$ cat config.mk
export PLATFORM = sky130hd
export DESIGN_NAME = savestate_request_handler
export DESIGN_NICKNAME = d
export VERILOG_FILES = /design/src/rtl/savestate_pkg.sv /design/src/rtl/ss_info_merge.sv /design/src/rtl/savestate_request_handler.sv
export SDC_FILE = /design/constraint.sdc
export NUM_CORES = 1
export LEC_CHECK = 0
export CAP_MARGIN = 0
export CORE_MARGIN = 10
export CORE_UTILIZATION = 51
export CTS_CLUSTER_DIAMETER = 30
export DETAILED_ROUTE_END_ITERATION = 8
export PLACE_DENSITY = 0.87
export SETUP_SLACK_MARGIN = 0.05
export SLEW_MARGIN = 20
export SYNTH_ARGS = -nofsm -noshare
export SYNTH_HDL_FRONTEND = slang
export SYNTH_HIERARCHICAL = 1
export SYNTH_SLANG_ARGS = --single-unit
export TNS_END_PERCENT = 50
$ cat constraint.sdc
create_clock -name clk -period 3.4 [get_ports clk]
set_clock_uncertainty 0.1 [all_clocks]
set_input_delay 0.68 -clock clk [delete_from_list [all_inputs] [get_ports clk]]
set_output_delay 0.68 -clock clk [all_outputs]
set_load 0.005 [all_outputs]
$ cat src/rtl/savestate_pkg.sv
`default_nettype none
// ============================================================================
//  Module      : savestate_pkg
//  Description : Shared types and info codes for the savestate request
//                handler: FSM state enum, slot type and OSD result codes.
//  Revision    : 1.0 - initial release
// ============================================================================
package savestate_pkg;

    typedef enum logic [1:0] {
        ST_IDLE  = 2'd0,
        ST_ISSUE = 2'd1,
        ST_WAIT  = 2'd2
    } state_t;

    typedef logic [1:0] slot_t;

    localparam logic [7:0] INFO_LOAD_INVALID = 8'd17;
    localparam logic [7:0] INFO_SAVE_OK      = 8'd18;
    localparam logic [7:0] INFO_LOAD_OK      = 8'd19;
    localparam logic [7:0] INFO_SAVE_ERR     = 8'd20;
    localparam logic [7:0] INFO_LOAD_ERR     = 8'd21;
    localparam logic [7:0] INFO_TIMEOUT      = 8'd22;

endpackage
`default_nettype wire

$ cat src/rtl/ss_info_merge.sv
`default_nettype none
// ============================================================================
//  Module      : ss_info_merge
//  Description : Merges handler-generated info codes with UI info strobes onto
//                a single registered OSD channel. Internal codes win; a UI
//                strobe that collides is parked in a 1-entry hold buffer and
//                sent on the next free cycle. A newer UI strobe replaces the
//                parked one.
//  Ports       : clk, reset       - clock, async active-high reset
//                i_int_req/code   - internal info strobe + code
//                i_ui_req/code    - UI info strobe + code
//                o_req/o_code     - merged OSD strobe + code (registered)
//  Revision    : 1.0 - initial release
// ============================================================================
module ss_info_merge (
    input  logic       clk,
    input  logic       reset,
    input  logic       i_int_req,
    input  logic [7:0] i_int_code,
    input  logic       i_ui_req,
    input  logic [7:0] i_ui_code,
    output logic       o_req,
    output logic [7:0] o_code
);

    logic       req_q,      req_d;
    logic [7:0] code_q,     code_d;
    logic       hold_vld_q, hold_vld_d;
    logic [7:0] hold_q,     hold_d;

    always_comb begin
        req_d      = 1'b0;
        code_d     = 8'd0;
        hold_vld_d = hold_vld_q;
        hold_d     = hold_q;
        if (i_int_req) begin
            req_d  = 1'b1;
            code_d = i_int_code;
            if (i_ui_req) begin
                hold_vld_d = 1'b1;
                hold_d     = i_ui_code;
            end
        end else if (i_ui_req) begin
            // A fresh UI code supersedes anything still parked.
            req_d      = 1'b1;
            code_d     = i_ui_code;
            hold_vld_d = 1'b0;
        end else if (hold_vld_q) begin
            req_d      = 1'b1;
            code_d     = hold_q;
            hold_vld_d = 1'b0;
        end
    end

    always_ff @(posedge clk or posedge reset) begin
        if (reset) begin
            req_q      <= 1'b0;
            code_q     <= 8'd0;
            hold_vld_q <= 1'b0;
            hold_q     <= 8'd0;
        end else begin
            req_q      <= req_d;
            code_q     <= code_d;
            hold_vld_q <= hold_vld_d;
            hold_q     <= hold_d;
        end
    end

    assign o_req  = req_q;
    assign o_code = code_q;

endmodule
`default_nettype wire

$ cat src/rtl/savestate_request_handler.sv
`default_nettype none
// ============================================================================
//  Module      : savestate_request_handler
//  Description : Accepts slot save/load pulses from the savestate UI, runs a
//                req/done handshake with the savestate engine (with watchdog),
//                maintains the per-slot valid bitmap and reports results on
//                the OSD info channel.
//  Ports       : clk, reset              - clock, async active-high reset
//                ss_save/ss_load/slot    - UI requests
//                ui_info_req/ui_info     - UI info strobe to forward
//                init_valid/_we          - bitmap load from header scan
//                eng_save/eng_load       - 1-cycle engine start pulses
//                eng_addr                - slot base address, held while busy
//                eng_done/eng_error      - engine completion
//                valid_states            - per-slot valid bitmap
//                busy                    - operation in flight
//                osd_info_req/osd_info   - merged OSD info channel
//  Revision    : 1.0 - initial release
// ============================================================================
module savestate_request_handler
    import savestate_pkg::*;
#(
    parameter int                ADDR_W       = 27,
    parameter logic [ADDR_W-1:0] BASE_ADDR    = ADDR_W'('h3C00000),
    parameter int                SLOT_SIZE    = 'h0100000,
    parameter int                TIMEOUT_BITS = 26
) (
    input  logic              clk,
    input  logic              reset,
    input  logic              ss_save,
    input  logic              ss_load,
    input  logic [1:0]        slot,
    input  logic              ui_info_req,
    input  logic [7:0]        ui_info,
    input  logic [3:0]        init_valid,
    input  logic              init_valid_we,
    output logic              eng_save,
    output logic              eng_load,
    output logic [ADDR_W-1:0] eng_addr,
    input  logic              eng_done,
    input  logic              eng_error,
    output logic [3:0]        valid_states,
    output logic              busy,
    output logic              osd_info_req,
    output logic [7:0]        osd_info
);

    localparam int SLOT_SHIFT = $clog2(SLOT_SIZE);

    state_t                  state_q, state_d;
    logic                    is_save_q, is_save_d;
    slot_t                   slot_q, slot_d;
    logic [ADDR_W-1:0]       addr_q, addr_d;
    logic [3:0]              valid_q, valid_d;
    logic [TIMEOUT_BITS-1:0] wd_q, wd_d;
    logic                    int_req;
    logic [7:0]              int_code;
    logic [ADDR_W-1:0]       slot_addr;

    // Power-of-two slots: the slot index simply lands above the offset bits.
    assign slot_addr = BASE_ADDR + (ADDR_W'(slot) << SLOT_SHIFT);

    always_comb begin
        state_d   = state_q;
        is_save_d = is_save_q;
        slot_d    = slot_q;
        addr_d    = addr_q;
        valid_d   = init_valid_we ? init_valid : valid_q;
        wd_d      = '0;
        int_req   = 1'b0;
        int_code  = 8'd0;
        eng_save  = 1'b0;
        eng_load  = 1'b0;

        case (state_q)
            ST_IDLE: begin
                // Save has priority; a simultaneous load is dropped silently.
                if (ss_save || (ss_load && valid_q[slot])) begin
                    state_d   = ST_ISSUE;
                    is_save_d = ss_save;
                    slot_d    = slot;
                    addr_d    = slot_addr;
                end else if (ss_load) begin
                    int_req  = 1'b1;
                    int_code = INFO_LOAD_INVALID;
                end
            end
            ST_ISSUE: begin
                eng_save = is_save_q;
                eng_load = ~is_save_q;
                state_d  = ST_WAIT;
            end
            ST_WAIT: begin
                wd_d = wd_q + 1'b1;
                if (eng_done) begin
                    state_d = ST_IDLE;
                    int_req = 1'b1;
                    if (eng_error) begin
                        int_code = is_save_q ? INFO_SAVE_ERR : INFO_LOAD_ERR;
                        if (is_save_q) valid_d[slot_q] = 1'b0;
                    end else begin
                        int_code = is_save_q ? INFO_SAVE_OK : INFO_LOAD_OK;
                        if (is_save_q) valid_d[slot_q] = 1'b1;
                    end
                end else if (wd_q[TIMEOUT_BITS-1]) begin
                    state_d  = ST_IDLE;
                    int_req  = 1'b1;
                    int_code = INFO_TIMEOUT;
                end
            end
            default: state_d = ST_IDLE;
        endcase
    end

    always_ff @(posedge clk or posedge reset) begin
        if (reset) begin
            state_q   <= ST_IDLE;
            is_save_q <= 1'b0;
            slot_q    <= '0;
            addr_q    <= '0;
            valid_q   <= 4'd0;
            wd_q      <= '0;
        end else begin
            state_q   <= state_d;
            is_save_q <= is_save_d;
            slot_q    <= slot_d;
            addr_q    <= addr_d;
            valid_q   <= valid_d;
            wd_q      <= wd_d;
        end
    end

    assign eng_addr     = addr_q;
    assign valid_states = valid_q;
    assign busy         = (state_q != ST_IDLE);

    ss_info_merge u_info_merge (
        .clk        (clk),
        .reset      (reset),
        .i_int_req  (int_req),
        .i_int_code (int_code),
        .i_ui_req   (ui_info_req),
        .i_ui_code  (ui_info),
        .o_req      (osd_info_req),
        .o_code     (osd_info)
    );

endmodule
`default_nettype wire
Word level (Yosys, flattened, before mapping)
Index checks and enable logic that the tools add are counted.
- flip-flop bits (word level): 80
- input port bits: 22
- output and inout bits: 43
- word-level logic and storage cells: 70
- add/subtract/negate cells: 2
- magnitude comparators: 3
- equality and inequality tests: 5
- muxes and demuxes: 38
- bitwise operators: 4
- reductions and logical operators: 8
- operators by type and width (operator ; count):
    8-bit 2-to-1 mux ; 4
    26-bit by 22-bit adder with 27-bit output (first input constant) ; 1
    26-bit by 1-bit adder with 26-bit output (second input constant) ; 1
    26-bit 2-to-1 mux ; 1
    4-bit 2-to-1 mux ; 6
    8-bit one-hot mux with 2 select lines ; 1
    1-bit 2-to-1 mux ; 15
    5-bit 2-to-1 mux ; 3
    2-bit by 3-bit < comparator with 1-bit output (second input constant) ; 2
    2-bit 2-to-1 mux ; 3
    2-bit one-hot mux with 3 select lines ; 1
    2-bit AND reduction ; 3
    4-bit AND ; 1
    2-bit != test (second input constant) ; 2
    4-bit inverter ; 1
    4-bit bitwise OR ; 1
    3-bit 2-to-1 mux ; 1
    3-bit != test (second input constant) ; 1
    1-bit binary-select mux with 2-bit select ; 1
    1-bit demux with 2-bit select ; 1
    2-bit by 1-bit equality test with 1-bit output (second input constant) ; 1
    2-bit equality test (second input constant) ; 1
    2-bit by 1-bit >= comparator with 1-bit output (second input constant) ; 1
    1-bit logical AND ; 2
    other kinds (5) ; 5

Longest topological paths before layout
Gate-level depths: netlist (run 1).
- depth in word-level cells: 10
- mapped depth: 7
- depth with buffers taken out: 5

Cells and area by module
Netlist (run 1), hierarchy kept.
- modules (own cells, without submodules) (module ; times used ; cells each ; area each (um^2) ; sequential area each (um^2)):
    savestate_request_handler ; 1 ; 216 ; 2049.5 ; 900.9
    ss_info_merge ; 1 ; 67 ; 867.1 ; 450.4

Worst setup path after synthesis (run 1)
Ideal clock, no wire load.
- kind: input to register
- start: input slot[1]
- end: register u_info_merge.hold_q[0]
- setup time: 0.125 ns
- data arrival time: 2.497 ns
- required time: 3.175 ns
- setup slack: 0.678 ns
- stages: 6
- buffers on the path: 1
- cell sequence: mux4_2 -> or4b_2 -> a21oi_1 -> buf_6 -> nand2_8 -> mux2_4
- word-level cells in the longest chain between the ends: 7
- ends and longest elaborated chain (what ; RTL line ; text):
    start: declaration ; savestate_request_handler.sv:32 ; input logic [1:0] slot,
    1-bit binary-select mux with 2-bit select ; savestate_request_handler.sv:78 ; if (ss_save || (ss_load && valid_q[slot])) begin
    1-bit 2-to-1 mux (not written as such) ; savestate_request_handler.sv:78 ;
    1-bit logical AND ; savestate_request_handler.sv:78 ;
    1-bit logical OR ; savestate_request_handler.sv:78 ;
    1-bit 2-to-1 mux ; savestate_request_handler.sv:78 ;
    1-bit one-hot mux with 2 select lines ; savestate_request_handler.sv:75 ; case (state_q)
    net int_req ; savestate_request_handler.sv:56 ; logic int_req;
    2-bit AND reduction (no line) ; n/a ;
    end signal: assignment ; ss_info_merge.sv:65 ; hold_q <= hold_d;
    end: declaration ; ss_info_merge.sv:29 ; logic [7:0] hold_q, hold_d;
The timed path passes the listed nets, and every way through them passes these cells. The select of a mux whose other input is x is not followed.
A chain may end at the register's enable or synchronous reset.

Worst setup path after layout (run 1)
- start: input slot[1]
- end: register u_info_merge.hold_q[2]
Same word-level chain as after synthesis.

==> impl_metrics.json, run 1 <==
{
  "cap_violations": 0,
  "fin_tns_setup_ns": 0,
  "firstDrtPassIters": 4,
  "swShare": 0.313,
  "postCtsResizedCells": 0,
  "power_density_nw_per_um2": 536,
  "cts_buffers": 5,
  "cts_hold_buf": 0,
  "min_from": "wd_q[0]",
  "arrival_ns": 3.10,
  "synth_area_per_cell_sq_um": 10.3,
  "fin_crit_ns": 3.00,
  "clock-sinks": 54,
  "holdPathEnd": "wd_q[0]",
  "initial_utilization": 0.526,
  "status": "finished clean",
  "seq_power_share": 0.484,
  "clock-root-buffer": "clkbuf_8",
  "die_y_microns": 95.6,
  "finalHoldViolCount": 0,
  "synth.cell_area_sq_um": 2920,
  "final_antenna_net_count": 0,
  "fillCellCount": 462,
  "insertion_delay_ns": 0.31,
  "setup_viol": 0,
  "tightestPinTransition_ns": 0.703,
  "num_vias": 2151,
  "routedWlPerCell_microns": 15.3,
  "path_max_fanout": 8,
  "ys_ff_latch": 54,
  "p_clk_frac": 0.204,
  "drt-initial-drc-count": 199,
  "drc": 0,
  "grt_setup_unrepaired": "false",
  "htreeDepth": 2,
  "synthCells": 283,
  "yosysWarnings": 6,
  "cts_tree": "done",
  "grt_max_degree": 20,
  "synth-main-ff-cell": "dfrtp_1",
  "ir_drop_uv": 371,
  "layout_common_cells": "dfrtp_1 (54), clkdlybuf4s50_1 (43), a21oi_1 (35), conb_1 (25), nor2_1 (16)",
  "crit_type": "input pin to flip-flop",
  "cts_buffer_depth": 2,
  "via_per_inst": 5.40,
  "place.gp.congestion": 0.827,
  "synth_cell_type_count": 45,
  "post-route-period-util": 0.883,
  "seq_area_frac_synth": 0.463,
  "r2r-end": "u_info_merge/hold_q[2]",
  "coreArea_sq_um": 5540,
  "insertedDiodeCount": 0,
  "required_ns": 3.50,
  "layout-area-overhead-vs-synth_pct": 16.0,
  "floorplan.rows": 27,
  "worstSetupStartpointType": "input pin",
  "wl_microns": 6100,
  "p_int_w": 0.00125,
  "die-area_sq_um": 9140,
  "drv_slew": 0,
  "max-slew-margin-rel": 0.530,
  "pwr-share-comb": 0.312,
  "io_pins": 65,
  "cts_setup_buffers": 0,
  "track_usage": 0.137,
  "nets": 348,
  "synthArstFlopShare": 1.00,
  "rr_worst_depth": 6,
  "power_w": 0.00181,
  "grt-ovfl-total": 0,
  "r2r_setup_slack_ns": 0.87,
  "fp.dieW_microns": 95.6,
  "portBuffers": 43,
  "grt_pass1_vias": 2133,
  "r2r-start": "valid_states[3]",
  "final_common_cell": "dfrtp_1",
  "critPathLaunch": "slot[1]",
  "synth_edf_count": 0,
  "fmax_mhz": 333,
  "holdPathStages": 1,
  "grt_pass1_wl_microns": 10200,
  "worst_setup_path_end_kind": "flip-flop",
  "dp_hpwl_microns": 4490,
  "grt_antenna_before_repair": 0,
  "hp-class": "flip-flop to flip-flop",
  "drive_gt1_frac": 0.101,
  "p_leak_nw": 1.40,
  "clk_pin_slew_ns": 0.10,
  "switching_power_w": 0.000567
}
[registers in the layout (all words and copies together), names as in the netlist, 2 cells and up]
signal               cells
state_q                  2
valid_states             4
u_info_merge/o_code      8
u_info_merge/hold_q      8
eng_addr                 2
wd_q                    26
[Yosys cell counts, types with 5 or more instances]
cell type  count  share of area
nor2_1        16          0.021
xor2_1         5          0.015
nand3_1        9          0.015
nand3b_1       7          0.018
o21ai_0        5         0.0086
nor4_1         5          0.011
buf_4         25          0.064
or3_1          5          0.011
a21oi_1       35          0.060
nand2_1       11          0.014
or4_1          9          0.023
nand4_1        8          0.017
nor2b_1       10          0.021
inv_1          8          0.010
mux2_4         8          0.041
mux2i_1        6          0.021
o31ai_1        9          0.023
xnor2_1        6          0.018
dfrtp_1       54           0.46
[worst max path at each step]
| stage | endpoint | slack, ns | cells after the start |
|---|---|---|---|
| floorplan | u_info_merge/hold_q[0] | 0.68 | 6 |
| global placement | u_info_merge/hold_q[5] | 0.11 | 7 |
| detailed placement | u_info_merge/hold_q[0] | 0.08 | 7 |
| CTS | u_info_merge/o_code[1] | 0.41 | 8 |
| global route | u_info_merge/o_code[5] | 0.26 | 8 |
| finish | u_info_merge/hold_q[2] | 0.40 | 7 |
[area by class of cell]
type	instances	area, sq um	area share
clock inverters	3	25.0	0.00740
clock buffers	5	68.8	0.0203
inverters	8	30.0	0.00888
multi-input cells	208	1350	0.399
repair buffers	48	468	0.138
well taps	72	90.1	0.0266
flip-flops and latches	54	1350	0.400
[routing by layer]
metal  routed length [microns]  vias up  GRT usage
li1                          -     1040          -
met1                      2590     1049      0.165
met2                      3010       57      0.234
met3                       443        5     0.0377
met4                        52        0     0.0430
met5                         0        -          0
[cell families (layout without fill, tap and decap cells)]
group,count (synthesis),count (layout),synth area share
flops,54,54,0.463
xor+xnor,11,11,0.0330
other cells,1,25,0.00129
fa+ha+maj,1,1,0.00429
simple gates,100,100,0.211
buf+inv,45,64,0.105
mux,17,17,0.0772
compound gates,54,54,0.105
[power groups by stage]
stage	sequential (W)	combinational [W]	clock, W
final	0.000878	0.000566	0.000370
after global routing	0.000898	0.000620	0.000400
after detailed placement	0.000885	0.000571	0
after floorplan	0.000863	0.000358	0
after global placement	0.000882	0.000553	0
after CTS	0.000876	0.000572	0.000381
[per-stage QoR]
step | hold slack [ns] | cell area [sq um] | std cells | setup WS, ns | utilization
3_5_place_dp | 0.392 | 3290 | 390 | 0.0834 | 0.593
6_report | 0.409 | 3380 | 398 | 0.396 | 0.610
4_1_cts | 0.403 | 3380 | 398 | 0.413 | 0.610
2_1_floorplan | 0.347 | 3010 | 307 | 0.678 | -
5_1_grt | 0.432 | 3380 | 398 | 0.258 | 0.610
3_3_place_gp | 0.370 | 3290 | 390 | 0.109 | 0.593
[critical path: stages]
cell             delay [ns]
clkdlybuf4s50_1        0.49
mux4_2                 0.53
or4b_2                 0.67
a21oi_1                0.15
buf_4                  0.15
nand2_8                0.08
mux2_4                 0.33
Note: power is estimated with default switching activity, not from simulation.
==> inputs of run 2 (changes only) <==
--- a/config.mk
+++ b/config.mk
@@ -12,7 +12,7 @@
 export DETAILED_ROUTE_END_ITERATION = 8
 export PLACE_DENSITY = 0.87
 export SETUP_SLACK_MARGIN = 0.05
-export SLEW_MARGIN = 20
+export SLEW_MARGIN = 10
 export SYNTH_ARGS = -nofsm -noshare
 export SYNTH_HDL_FRONTEND = slang
 export SYNTH_HIERARCHICAL = 1
==> results of run 2 <==
Same layout as run 1: the final DEF is identical, and so are final timing and power.
==> inputs of run 3 (changes only) <==
--- a/config.mk
+++ b/config.mk
@@ -5,13 +5,14 @@
 export SDC_FILE = /design/constraint.sdc
 export NUM_CORES = 1
 export LEC_CHECK = 0
+export ABC_CLOCK_PERIOD_IN_PS = 3400
 export CAP_MARGIN = 0
 export CORE_MARGIN = 10
 export CORE_UTILIZATION = 51
 export CTS_CLUSTER_DIAMETER = 30
 export DETAILED_ROUTE_END_ITERATION = 8
 export PLACE_DENSITY = 0.87
-export SETUP_SLACK_MARGIN = 0.05
+export SETUP_SLACK_MARGIN = 0.5
 export SLEW_MARGIN = 10
 export SYNTH_ARGS = -nofsm -noshare
 export SYNTH_HDL_FRONTEND = slang
==> impl_metrics.json, run 3 (same netlist as run 1, synthesis figures left out) <==
{
  "die_y_microns": 95.6,
  "layout_common_cells": "dfrtp_1 (54), clkdlybuf4s50_1 (43), a21oi_1 (34), conb_1 (25), nor2_1 (16)",
  "die-area_sq_um": 9140,
  "fmax_mhz": 354,
  "r2r-end": "u_info_merge/hold_q[7]",
  "drt-initial-drc-count": 141,
  "drive_gt1_frac": 0.104,
  "postCtsResizedCells": 2,
  "r2r-start": "valid_states[3]",
  "htreeDepth": 2,
  "r2r_setup_slack_ns": 1.05,
  "grt_pass1_vias": 2131,
  "routedWlPerCell_microns": 15.3,
  "clock-root-buffer": "clkbuf_8",
  "fin_crit_ns": 2.83,
  "place.gp.congestion": 0.827,
  "cts_buffers": 5,
  "power_density_nw_per_um2": 536,
  "clk_pin_slew_ns": 0.10,
  "cts_tree": "done",
  "max-slew-margin-rel": 0.525,
  "final_common_cell": "dfrtp_1",
  "nets": 348,
  "drc": 0,
  "required_ns": 3.50,
  "status": "finished clean",
  "dp_hpwl_microns": 4490,
  "insertedDiodeCount": 0,
  "worstSetupStartpointType": "input pin",
  "grt_max_degree": 20,
  "crit_end": "u_info_merge/hold_q[7]",
  "rr_worst_depth": 6,
  "crit_type": "input pin to flip-flop",
  "post-route-period-util": 0.831,
  "grt_pass1_wl_microns": 10200,
  "regMostFlops": "wd_q",
  "fin_tns_setup_ns": 0,
  "layout-area-overhead-vs-synth_pct": 16.3,
  "arrival_ns": 2.93,
  "critPathLaunch": "slot[1]",
  "track_usage": 0.137,
  "initial_utilization": 0.526,
  "floorplan.rows": 27,
  "cts_setup_buffers": 0,
  "wl_microns": 6100,
  "coreArea_sq_um": 5540,
  "drv_slew": 0,
  "worst_setup_path_end_kind": "flip-flop",
  "cap_violations": 0,
  "tightestPinTransition_ns": 0.710,
  "ir_drop_uv": 370,
  "largest_reg_flops": 26,
  "final_util": 0.612,
  "portBuffers": 43,
  "clock-sinks": 54,
  "final_antenna_net_count": 0,
  "io_pins": 65,
  "path_max_fanout": 8,
  "cts_hold_buf": 0,
  "via_per_inst": 5.43,
  "cts_buffer_depth": 2,
  "grt_antenna_before_repair": 0,
  "insertion_delay_ns": 0.31,
  "setup_viol": 0,
  "fp.dieW_microns": 95.6,
  "grt-ovfl-total": 0,
  "firstDrtPassIters": 4,
  "finalHoldViolCount": 0,
  "grt_setup_unrepaired": "false",
  "p_leak_nw": 1.40,
  "num_vias": 2163,
  "hp-class": "flip-flop to flip-flop"
}
## run 3: cell types whose count changed in the layout (fill, tap and decap cells not counted)
cell	previous run	this run
buf_6	0	1
buf_4	5	4
a21oi_1	35	34
a21oi_2	0	1
or4b_4	0	1
or4b_2	1	0
## run 3: worst min path at each step
stage | startpoint | endpoint | slack [ns] | cells past startpoint
after global placement | wd_q[0] | wd_q[0] | 0.37 | 1
final | wd_q[0] | wd_q[0] | 0.41 | 1
after detailed placement | wd_q[0] | wd_q[0] | 0.39 | 1
after global routing | wd_q[0] | wd_q[0] | 0.43 | 1
after floorplan | wd_q[0] | wd_q[0] | 0.35 | 1
after CTS | wd_q[0] | wd_q[0] | 0.40 | 1
## run 3: power breakdown
group	total, W	switching [W]	internal, W
clock network	0.000369	0.000220	0.000149
registers	0.000879	0.000107	0.000772
logic	0.000571	0.000242	0.000329
total	0.00182	0.000569	0.00125
## run 3: through the flow
step | instances | hold WS (ns) | worst slack [ns] | instance area, sq um | total power [W]
3_5_place_dp | 390 | 0.392 | 0.0834 | 3290 | 0.00146
2_1_floorplan | 307 | 0.347 | 0.678 | 3010 | 0.00122
5_1_grt | 398 | 0.432 | 0.512 | 3390 | 0.00193
3_3_place_gp | 390 | 0.370 | 0.109 | 3290 | 0.00143
4_1_cts | 398 | 0.403 | 0.573 | 3390 | 0.00183
6_report | 398 | 0.408 | 0.574 | 3390 | 0.00182
## run 3: layout make-up
class | count | area, sq um
fillers | 459 | 2150
multi-input cells | 208 | 1360
flip-flops and latches | 54 | 1350
repair buffers | 48 | 472
well taps | 72 | 90.1
clock buffers | 5 | 68.8
inverters | 8 | 30.0
clock inverters | 3 | 25.0
## run 3: critical path, stage by stage
cell             delay (ns)
clkdlybuf4s50_1        0.49
mux4_2                 0.53
or4b_4                 0.52
a21oi_2                0.13
buf_4                  0.15
nand2_8                0.09
mux2_4                 0.33
## run 3: per-layer routing
layer | part of all wire | routed length (microns) | global-route usage
met3 | 0.078 | 477 | 0.0377
met5 | 0 | 0 | 0
met1 | 0.42 | 2540 | 0.165
met4 | 0.0085 | 52 | 0.0430
met2 | 0.50 | 3030 | 0.234
